[config.mk]
export PLATFORM = sky130hd
export DESIGN_NAME = fb_write_ctrl_flat
export DESIGN_NICKNAME = d
export VERILOG_FILES = /design/src/rtl/fb_ctrl_pkg.sv /design/src/rtl/fb_write_ctrl_if.sv /design/src/rtl/fb_addr_gen.sv /design/src/rtl/fb_write_ctrl.sv /design/src/flat_wrapper.sv
export SDC_FILE = /design/constraint.sdc
export NUM_CORES = 1
export LEC_CHECK = 0
export BUFFER_PORTS_ARGS = -buffer_cell sky130_fd_sc_hd__buf_2
export CORE_ASPECT_RATIO = 1.2
export CORE_MARGIN = 2
export CORE_UTILIZATION = 55
export CTS_CLUSTER_SIZE = 10
export DETAILED_ROUTE_END_ITERATION = 8
export PLACE_DENSITY = 0.75
export SYNTH_ARGS = -nofsm -noshare
export SYNTH_HDL_FRONTEND = slang
export SYNTH_HIERARCHICAL = 1
export SYNTH_SLANG_ARGS = --single-unit
[constraint.sdc]
create_clock -name clk -period 2.3 [get_ports clk]
set_clock_uncertainty 0.1 [all_clocks]
set_input_delay 0.46 -clock clk [delete_from_list [all_inputs] [get_ports clk]]
set_output_delay 0.46 -clock clk [all_outputs]
set_load 0.02 [all_outputs]
[src/rtl/fb_ctrl_pkg.sv]
// Shared constants, command codes and FSM encoding for the framebuffer write controller.
package fb_ctrl_pkg;

  localparam int FB_BYTES = 8000;
  localparam int ADDR_W   = 13;

  localparam logic [7:0] CMD_WRITE = 8'h01;
  localparam logic [7:0] CMD_SWAP  = 8'h02;
  localparam logic [7:0] CMD_CLEAR = 8'h03;

  typedef enum logic [2:0] {
    IDLE      = 3'd0,
    ADDR_HI   = 3'd1,
    ADDR_LO   = 3'd2,
    LEN_HI    = 3'd3,
    LEN_LO    = 3'd4,
    DATA      = 3'd5,
    WAIT_SWAP = 3'd6
  } fsm_state_t;

  // Increment an address, returning to zero after the last framebuffer byte.
  function automatic logic [ADDR_W-1:0] wrap_inc(input logic [ADDR_W-1:0] addr,
                                                 input logic [ADDR_W-1:0] last);
    if (addr == last) begin
      return {ADDR_W{1'b0}};
    end else begin
      return addr + {{(ADDR_W-1){1'b0}}, 1'b1};
    end
  endfunction

endpackage

[src/rtl/fb_write_ctrl_if.sv]
// Received-byte stream and framebuffer write port of the controller.
interface fb_write_ctrl_if;

  logic                          rx_valid;
  logic [7:0]                    rx_data;
  logic                          rx_ready;
  logic                          fb_we;
  logic [fb_ctrl_pkg::ADDR_W-1:0] fb_waddr;
  logic [7:0]                    fb_wdata;

  modport master (
    output rx_valid, rx_data,
    input  rx_ready, fb_we, fb_waddr, fb_wdata
  );

  modport slave (
    input  rx_valid, rx_data,
    output rx_ready, fb_we, fb_waddr, fb_wdata
  );

endinterface

[src/rtl/fb_addr_gen.sv]
// Framebuffer write address counter: load a start address, then step with wrap at FB_BYTES.
module fb_addr_gen
  import fb_ctrl_pkg::ADDR_W, fb_ctrl_pkg::wrap_inc;
#(
  parameter int FB_BYTES = fb_ctrl_pkg::FB_BYTES
) (
  input  logic              clk,
  input  logic              rst,
  input  logic              load,
  input  logic [ADDR_W-1:0] load_addr,
  input  logic              inc,
  output logic [ADDR_W-1:0] addr
);

  localparam logic [ADDR_W-1:0] LAST_ADDR = ADDR_W'(FB_BYTES - 1);

  logic [ADDR_W-1:0] addr_r;

  // Address register: load has priority over increment.
  always_ff @(posedge clk) begin
    if (rst) begin
      addr_r <= {ADDR_W{1'b0}};
    end else if (load) begin
      addr_r <= load_addr;
    end else if (inc) begin
      addr_r <= wrap_inc(addr_r, LAST_ADDR);
    end else begin
      addr_r <= addr_r;
    end
  end

  assign addr = addr_r;

endmodule

[src/rtl/fb_write_ctrl.sv]
// Command decoder turning a received byte stream into framebuffer writes and
// frame-synchronised buffer swaps.
module fb_write_ctrl
  import fb_ctrl_pkg::ADDR_W, fb_ctrl_pkg::fsm_state_t,
         fb_ctrl_pkg::IDLE, fb_ctrl_pkg::ADDR_HI, fb_ctrl_pkg::ADDR_LO,
         fb_ctrl_pkg::LEN_HI, fb_ctrl_pkg::LEN_LO, fb_ctrl_pkg::DATA,
         fb_ctrl_pkg::WAIT_SWAP, fb_ctrl_pkg::CMD_WRITE,
         fb_ctrl_pkg::CMD_SWAP, fb_ctrl_pkg::CMD_CLEAR;
#(
  parameter int FB_BYTES = fb_ctrl_pkg::FB_BYTES
) (
  input  logic                  clk,
  input  logic                  rst,
  fb_write_ctrl_if.slave        bus,
  input  logic                  frame_sync,
  output logic                  fb_switch,
  output logic                  swap_pending,
  output logic                  overrun,
  output logic                  cmd_err
);

  localparam logic [15:0] FB_LIMIT = 16'(FB_BYTES);

  fsm_state_t        state_r;
  logic              rx_ready_r;
  logic              fb_we_r;
  logic [ADDR_W-1:0] fb_waddr_r;
  logic [7:0]        fb_wdata_r;
  logic              fb_switch_r;
  logic              swap_pending_r;
  logic              overrun_r;
  logic              cmd_err_r;
  logic              range_err_r;
  logic [7:0]        addr_hi_r;
  logic [7:0]        len_hi_r;
  logic [15:0]       remain_r;

  logic              accept_s;
  logic              load_s;
  logic              inc_s;
  logic [15:0]       start_addr_s;
  logic [15:0]       len_s;
  logic [ADDR_W-1:0] cur_addr_s;

  assign accept_s     = bus.rx_valid & rx_ready_r;
  assign start_addr_s = {addr_hi_r, bus.rx_data};
  assign len_s        = {len_hi_r, bus.rx_data};
  assign load_s       = accept_s & (state_r == ADDR_LO);
  assign inc_s        = accept_s & (state_r == DATA);

  fb_addr_gen #(.FB_BYTES(FB_BYTES)) u_addr_gen (
    .clk       (clk),
    .rst       (rst),
    .load      (load_s),
    .load_addr (start_addr_s[ADDR_W-1:0]),
    .inc       (inc_s),
    .addr      (cur_addr_s)
  );

  // Command FSM with all outputs registered; strobes default low every cycle.
  always_ff @(posedge clk) begin
    if (rst) begin
      state_r        <= IDLE;
      rx_ready_r     <= 1'b1;
      fb_we_r        <= 1'b0;
      fb_waddr_r     <= {ADDR_W{1'b0}};
      fb_wdata_r     <= 8'h00;
      fb_switch_r    <= 1'b0;
      swap_pending_r <= 1'b0;
      overrun_r      <= 1'b0;
      cmd_err_r      <= 1'b0;
      range_err_r    <= 1'b0;
      addr_hi_r      <= 8'h00;
      len_hi_r       <= 8'h00;
      remain_r       <= 16'd0;
    end else begin
      fb_we_r     <= 1'b0;
      fb_switch_r <= 1'b0;
      if (bus.rx_valid && !rx_ready_r) begin
        overrun_r <= 1'b1;
      end
      case (state_r)
        IDLE: begin
          if (accept_s) begin
            case (bus.rx_data)
              CMD_WRITE: state_r <= ADDR_HI;
              CMD_SWAP: begin
                state_r        <= WAIT_SWAP;
                rx_ready_r     <= 1'b0;
                swap_pending_r <= 1'b1;
              end
              CMD_CLEAR: begin
                overrun_r <= 1'b0;
                cmd_err_r <= 1'b0;
              end
              default: cmd_err_r <= 1'b1;
            endcase
          end
        end
        ADDR_HI: begin
          if (accept_s) begin
            addr_hi_r <= bus.rx_data;
            state_r   <= ADDR_LO;
          end
        end
        ADDR_LO: begin
          if (accept_s) begin
            range_err_r <= (start_addr_s >= FB_LIMIT);
            if (start_addr_s >= FB_LIMIT) begin
              cmd_err_r <= 1'b1;
            end
            state_r <= LEN_HI;
          end
        end
        LEN_HI: begin
          if (accept_s) begin
            len_hi_r <= bus.rx_data;
            state_r  <= LEN_LO;
          end
        end
        LEN_LO: begin
          if (accept_s) begin
            remain_r <= len_s;
            state_r  <= (len_s == 16'd0) ? IDLE : DATA;
          end
        end
        DATA: begin
          if (accept_s) begin
            // Out-of-range transfers still swallow their payload, silently.
            if (!range_err_r) begin
              fb_we_r    <= 1'b1;
              fb_waddr_r <= cur_addr_s;
              fb_wdata_r <= bus.rx_data;
            end
            remain_r <= remain_r - 16'd1;
            if (remain_r == 16'd1) begin
              state_r <= IDLE;
            end
          end
        end
        WAIT_SWAP: begin
          if (frame_sync) begin
            fb_switch_r    <= 1'b1;
            swap_pending_r <= 1'b0;
            rx_ready_r     <= 1'b1;
            state_r        <= IDLE;
          end
        end
        default: begin
          state_r        <= IDLE;
          rx_ready_r     <= 1'b1;
          swap_pending_r <= 1'b0;
        end
      endcase
    end
  end

  assign bus.rx_ready = rx_ready_r;
  assign bus.fb_we    = fb_we_r;
  assign bus.fb_waddr = fb_waddr_r;
  assign bus.fb_wdata = fb_wdata_r;
  assign fb_switch    = fb_switch_r;
  assign swap_pending = swap_pending_r;
  assign overrun      = overrun_r;
  assign cmd_err      = cmd_err_r;

endmodule
[src/flat_wrapper.sv]
// flat-port wrapper written by rule: the top's interface ports become plain ports
module fb_write_ctrl_flat import fb_ctrl_pkg::ADDR_W, fb_ctrl_pkg::fsm_state_t,
         fb_ctrl_pkg::IDLE, fb_ctrl_pkg::ADDR_HI, fb_ctrl_pkg::ADDR_LO,
         fb_ctrl_pkg::LEN_HI, fb_ctrl_pkg::LEN_LO, fb_ctrl_pkg::DATA,
         fb_ctrl_pkg::WAIT_SWAP, fb_ctrl_pkg::CMD_WRITE,
         fb_ctrl_pkg::CMD_SWAP, fb_ctrl_pkg::CMD_CLEAR;
#(
  parameter int FB_BYTES = fb_ctrl_pkg::FB_BYTES
)
  (clk, rst, frame_sync, fb_switch, swap_pending, overrun, cmd_err, bus_rx_valid, bus_rx_data, bus_rx_ready, bus_fb_we, bus_fb_waddr, bus_fb_wdata);
  fb_write_ctrl_if bus_i ();
  input  logic clk;
  input  logic rst;
  input  logic frame_sync;
  output logic fb_switch;
  output logic swap_pending;
  output logic overrun;
  output logic cmd_err;
  input wire logic [$bits(bus_i.rx_valid)-1:0] bus_rx_valid;
  input wire logic [$bits(bus_i.rx_data)-1:0] bus_rx_data;
  output wire logic [$bits(bus_i.rx_ready)-1:0] bus_rx_ready;
  output wire logic [$bits(bus_i.fb_we)-1:0] bus_fb_we;
  output wire logic [$bits(bus_i.fb_waddr)-1:0] bus_fb_waddr;
  output wire logic [$bits(bus_i.fb_wdata)-1:0] bus_fb_wdata;
  assign bus_i.rx_valid = bus_rx_valid;
  assign bus_i.rx_data = bus_rx_data;
  assign bus_rx_ready = bus_i.rx_ready;
  assign bus_fb_we = bus_i.fb_we;
  assign bus_fb_waddr = bus_i.fb_waddr;
  assign bus_fb_wdata = bus_i.fb_wdata;
  fb_write_ctrl #(.FB_BYTES(FB_BYTES)) u_core (.clk(clk), .rst(rst), .bus(bus_i), .frame_sync(frame_sync), .fb_switch(fb_switch), .swap_pending(swap_pending), .overrun(overrun), .cmd_err(cmd_err));
endmodule
==> summary.md <==
| Metric | Value |
|---|---|
| Switching power | `0.7832 mW` |
| Std cell rows | `32` |
| # IOs | `39` |
| First-pass GRT wire length | `15.70 mm` |
| NumNets Final | `501` |
| Period utilization | `0.9280` |
| Commonest non-fill, non-tap cell in the layout | `dfxtp_1` |
| Logic pwr share | `0.150` |
| Largest net degree at the start of global routing | `34` |
| Clock share of power | `0.357` |
| Core ar. | `6486 um2` |
| Synth top area share | `0.4089` |
| Cell Chain, Critical Path | `and4b_1 > nand2_1 > buf_4 > or2_1 > nand2_1 > a21oi_1` |
| Drt total wl | `9.526 mm` |
| DR WL/cell | `16.54 um` |
| Status | `finished clean` |
| GPL Wtd Cong | `0.9075` |
| Netlist cell types | `60` |
| Max VDD drop | `0.5106 mV` |
| PD cells | `659.0 nW/um2` |
| ANT nets after route | `0` |
| Root Buffer | `clkbuf_8` |
| Total gr overflow | `0` |
| #FFs+latches synth | `76` |
| Critical path class | `reg2reg` |
| Final setup fails | `0` |
| CTS resizes | `0` |
| Hold WC Path Type | `in2reg` |
| Area contributors post-synth | `dfxtp_1, mux2i_1, nand2_1, a21oi_1, nor2_1` |
| DR vias | `3452` |
| Worst EP required | `2480 ps` |
| Sw frac | `0.2794` |
| Die Span Y | `94.11 um` |
| Num CTS Buffers | `9` |
| Top FF cell, synth | `dfxtp_1` |
| EDFF count, synth | `0` |
| Hold buffer count at CTS | `0` |
| Pre-antenna DRT Iters | `5` |
| Clock sinks | `76` |
| Max frequency | `468.5 MHz` |
| Die X | `79.09 um` |
| Part of the power in registers | `0.493` |
| Setup repair bufs after CTS | `0` |
| Async SR Flop Fraction | `0` |
| Relative slew slack | `0.4568` |
| Mapped Cells | `446` |
| Die area | `7442 um2` |
| CTS tree | `built` |
| P_int | `2.020 mW` |
| Top cell type by total area after synthesis | `dfxtp_1` |
| CP endpoint kind | `register` |
| Pleak | `1.561 nW` |
| IO Port Bufs | `38` |
| Max clock buf depth | `2` |
| Synthesis Warnings | `6` |
| Detail Placement HPWL | `6.754 mm` |
| R2R setup slack | `170 ps` |
| Maxcap violations | `0` |
| Vias in the first global route | `3361` |
| Area grow syn2layout | `14.32%` |
| Post-route setup TNS | `0 ps` |
| Min cycle time layout | `2134 ps` |
| Initial Utilization | `0.5737` |
| Vias/cell | `5.993` |
| Slowest cell delay on critical path | `620 ps` |
| Ant. Diodes | `0` |
| Synth Net Count | `461` |
| Critical-path top delay cell | `or2_1` |
| Worst-margin pin slew | `814.8 ps` |
| Synthesized area | `3721 um2` |
| Most frequent cells in the layout | `dfxtp_1, nand2_1, a21oi_1, buf_2, nor2_1` |
| Layout cells sized above 1 | `0.1833` |
| Max FO, Critical Path | `22` |
| Fin. Hold Viols | `0` |
| Arrival @ worst endpoint | `2320 ps` |
| Final Max Slew Viols | `0` |
| Design area | `4254 um2` |
| Placed cell area | `4061 um2` |
| Total track usage | `0.2692` |
| Seq/Total Area, Yosys | `0.4089` |
| Clk_lat worst skew | `350 ps` |
| Mean post-synth cell area | `8.343 um2` |
| FILL cells | `563` |
| CP Launch Type | `register` |
| Drc violations | `0` |
| Cell mode on critical path | `nand2_1` |
| Clock-pin slew on the worst setup and hold paths | `80 ps` |
| Iter 0 DRT Violations | `298` |
| Htree depth | `3` |
| Initial antenna violation count | `0` |
| RSZ-0062 raised after global routing | `false` |
## critical path: cells and delay by family, from the launching register on
kind,cells,cell delay (ps)
AOI/OAI and AO/OA,1,190
buffers and inverters,1,120
DFF,1,510
and+or+nand+nor,4,1130
## per-layer routing
metal  share of wire  vias up  global-route usage  wire, um
met5               0        -                   0         0
met4           0.036        0              0.1437       340
met2            0.49      103              0.4590      4709
li1                -     1691                   -         -
met1            0.42     1634              0.3135      4016
met3           0.048       24             0.05769       460
## path summary, 6_finish.rpt
kind,start,to,depth (start not counted)
setup / recovery,u_core/state_r[1]$_SDFFE_PP0P_,u_core/bus.fb_waddr[2]$_SDFFE_PP0P_,6
hold / removal,frame_sync,u_core/fb_switch$_SDFF_PP0_,2
setup reg to reg,u_core/state_r[1]$_SDFFE_PP0P_,u_core/bus.fb_waddr[2]$_SDFFE_PP0P_,6
hold reg to reg,u_core/bus.fb_wdata[0]$_SDFFE_PP0P_,u_core/bus.fb_wdata[0]$_SDFFE_PP0P_,2
## cells in the mapped netlist, types with 4 or more instances
cell type / number
a21oi_1: 49
a221oi_1: 6
a31oi_1: 6
and3_1: 6
buf_2: 13
clkbuf_1: 16
dfxtp_1: 76
inv_1: 8
mux2i_1: 29
nand2_1: 72
nand3_1: 7
nand3b_1: 4
nand4_1: 9
nor2_1: 36
nor3_1: 11
nor3b_1: 5
nor4_1: 7
o211ai_1: 4
o21ai_0: 12
o22ai_1: 5
o31ai_1: 4
xnor2_1: 10
## cells by family after synthesis
group,count (synthesis),share of synthesized area
AO/OA/AOI/OAI,105,0.1779
XOR/XNOR,11,0.02589
adder cells (fa/ha/maj),3,0.01009
buffers and inverters,39,0.04573
flip-flops,76,0.4089
multiplexers,30,0.08104
AND/OR/NAND/NOR,182,0.2505
## final cells by class
class | count | area [um2] | share of cell area
multi-input cells | 331 | 2036 | 0.4785
clock buffers | 10 | 127.6 | 0.03000
repair buffers | 60 | 367.9 | 0.08647
well taps | 85 | 106.4 | 0.02500
inverters | 8 | 30.03 | 0.007059
clock inverters | 6 | 65.06 | 0.01529
flip-flops and latches | 76 | 1521 | 0.3576
## flip-flops by register name (all words and copies together), names as in the netlist, 3 cells and up
| signal | flops |
|---|---|
| u_core/remain_r | 16 |
| u_core/bus.fb_waddr | 13 |
| u_core/u_addr_gen/addr | 13 |
| u_core/addr_hi_r | 8 |
| u_core/bus.fb_wdata | 8 |
| u_core/len_hi_r | 8 |
| u_core/state_r | 3 |
## power by group through the flow
stage / clock, mW / combinational, mW / sequential (mW)
floorplan: 0 / 0.285 / 1.41
detailed placement: 0 / 0.416 / 1.41
CTS: 1.01 / 0.417 / 1.38
global route: 1.07 / 0.460 / 1.39
global placement: 0 / 0.405 / 1.41
finish: 1.00 / 0.420 / 1.38
## through the flow
stage | utilization | power, mW | setup slack [ps] | hold slack (ps) | instances
final | 0.6559 | 2.804 | 165.6 | 287.6 | 576
after global routing | 0.6559 | 2.914 | 20.44 | 277.3 | 576
after CTS | 0.6559 | 2.814 | 167.4 | 278.5 | 576
after detailed placement | 0.6262 | 1.829 | 117.5 | 347.0 | 560
after global placement | 0.6262 | 1.817 | 180.9 | 339.6 | 560
after floorplan | - | 1.692 | 136.0 | 355.5 | 446
Note: power is estimated with default switching activity, not from simulation.
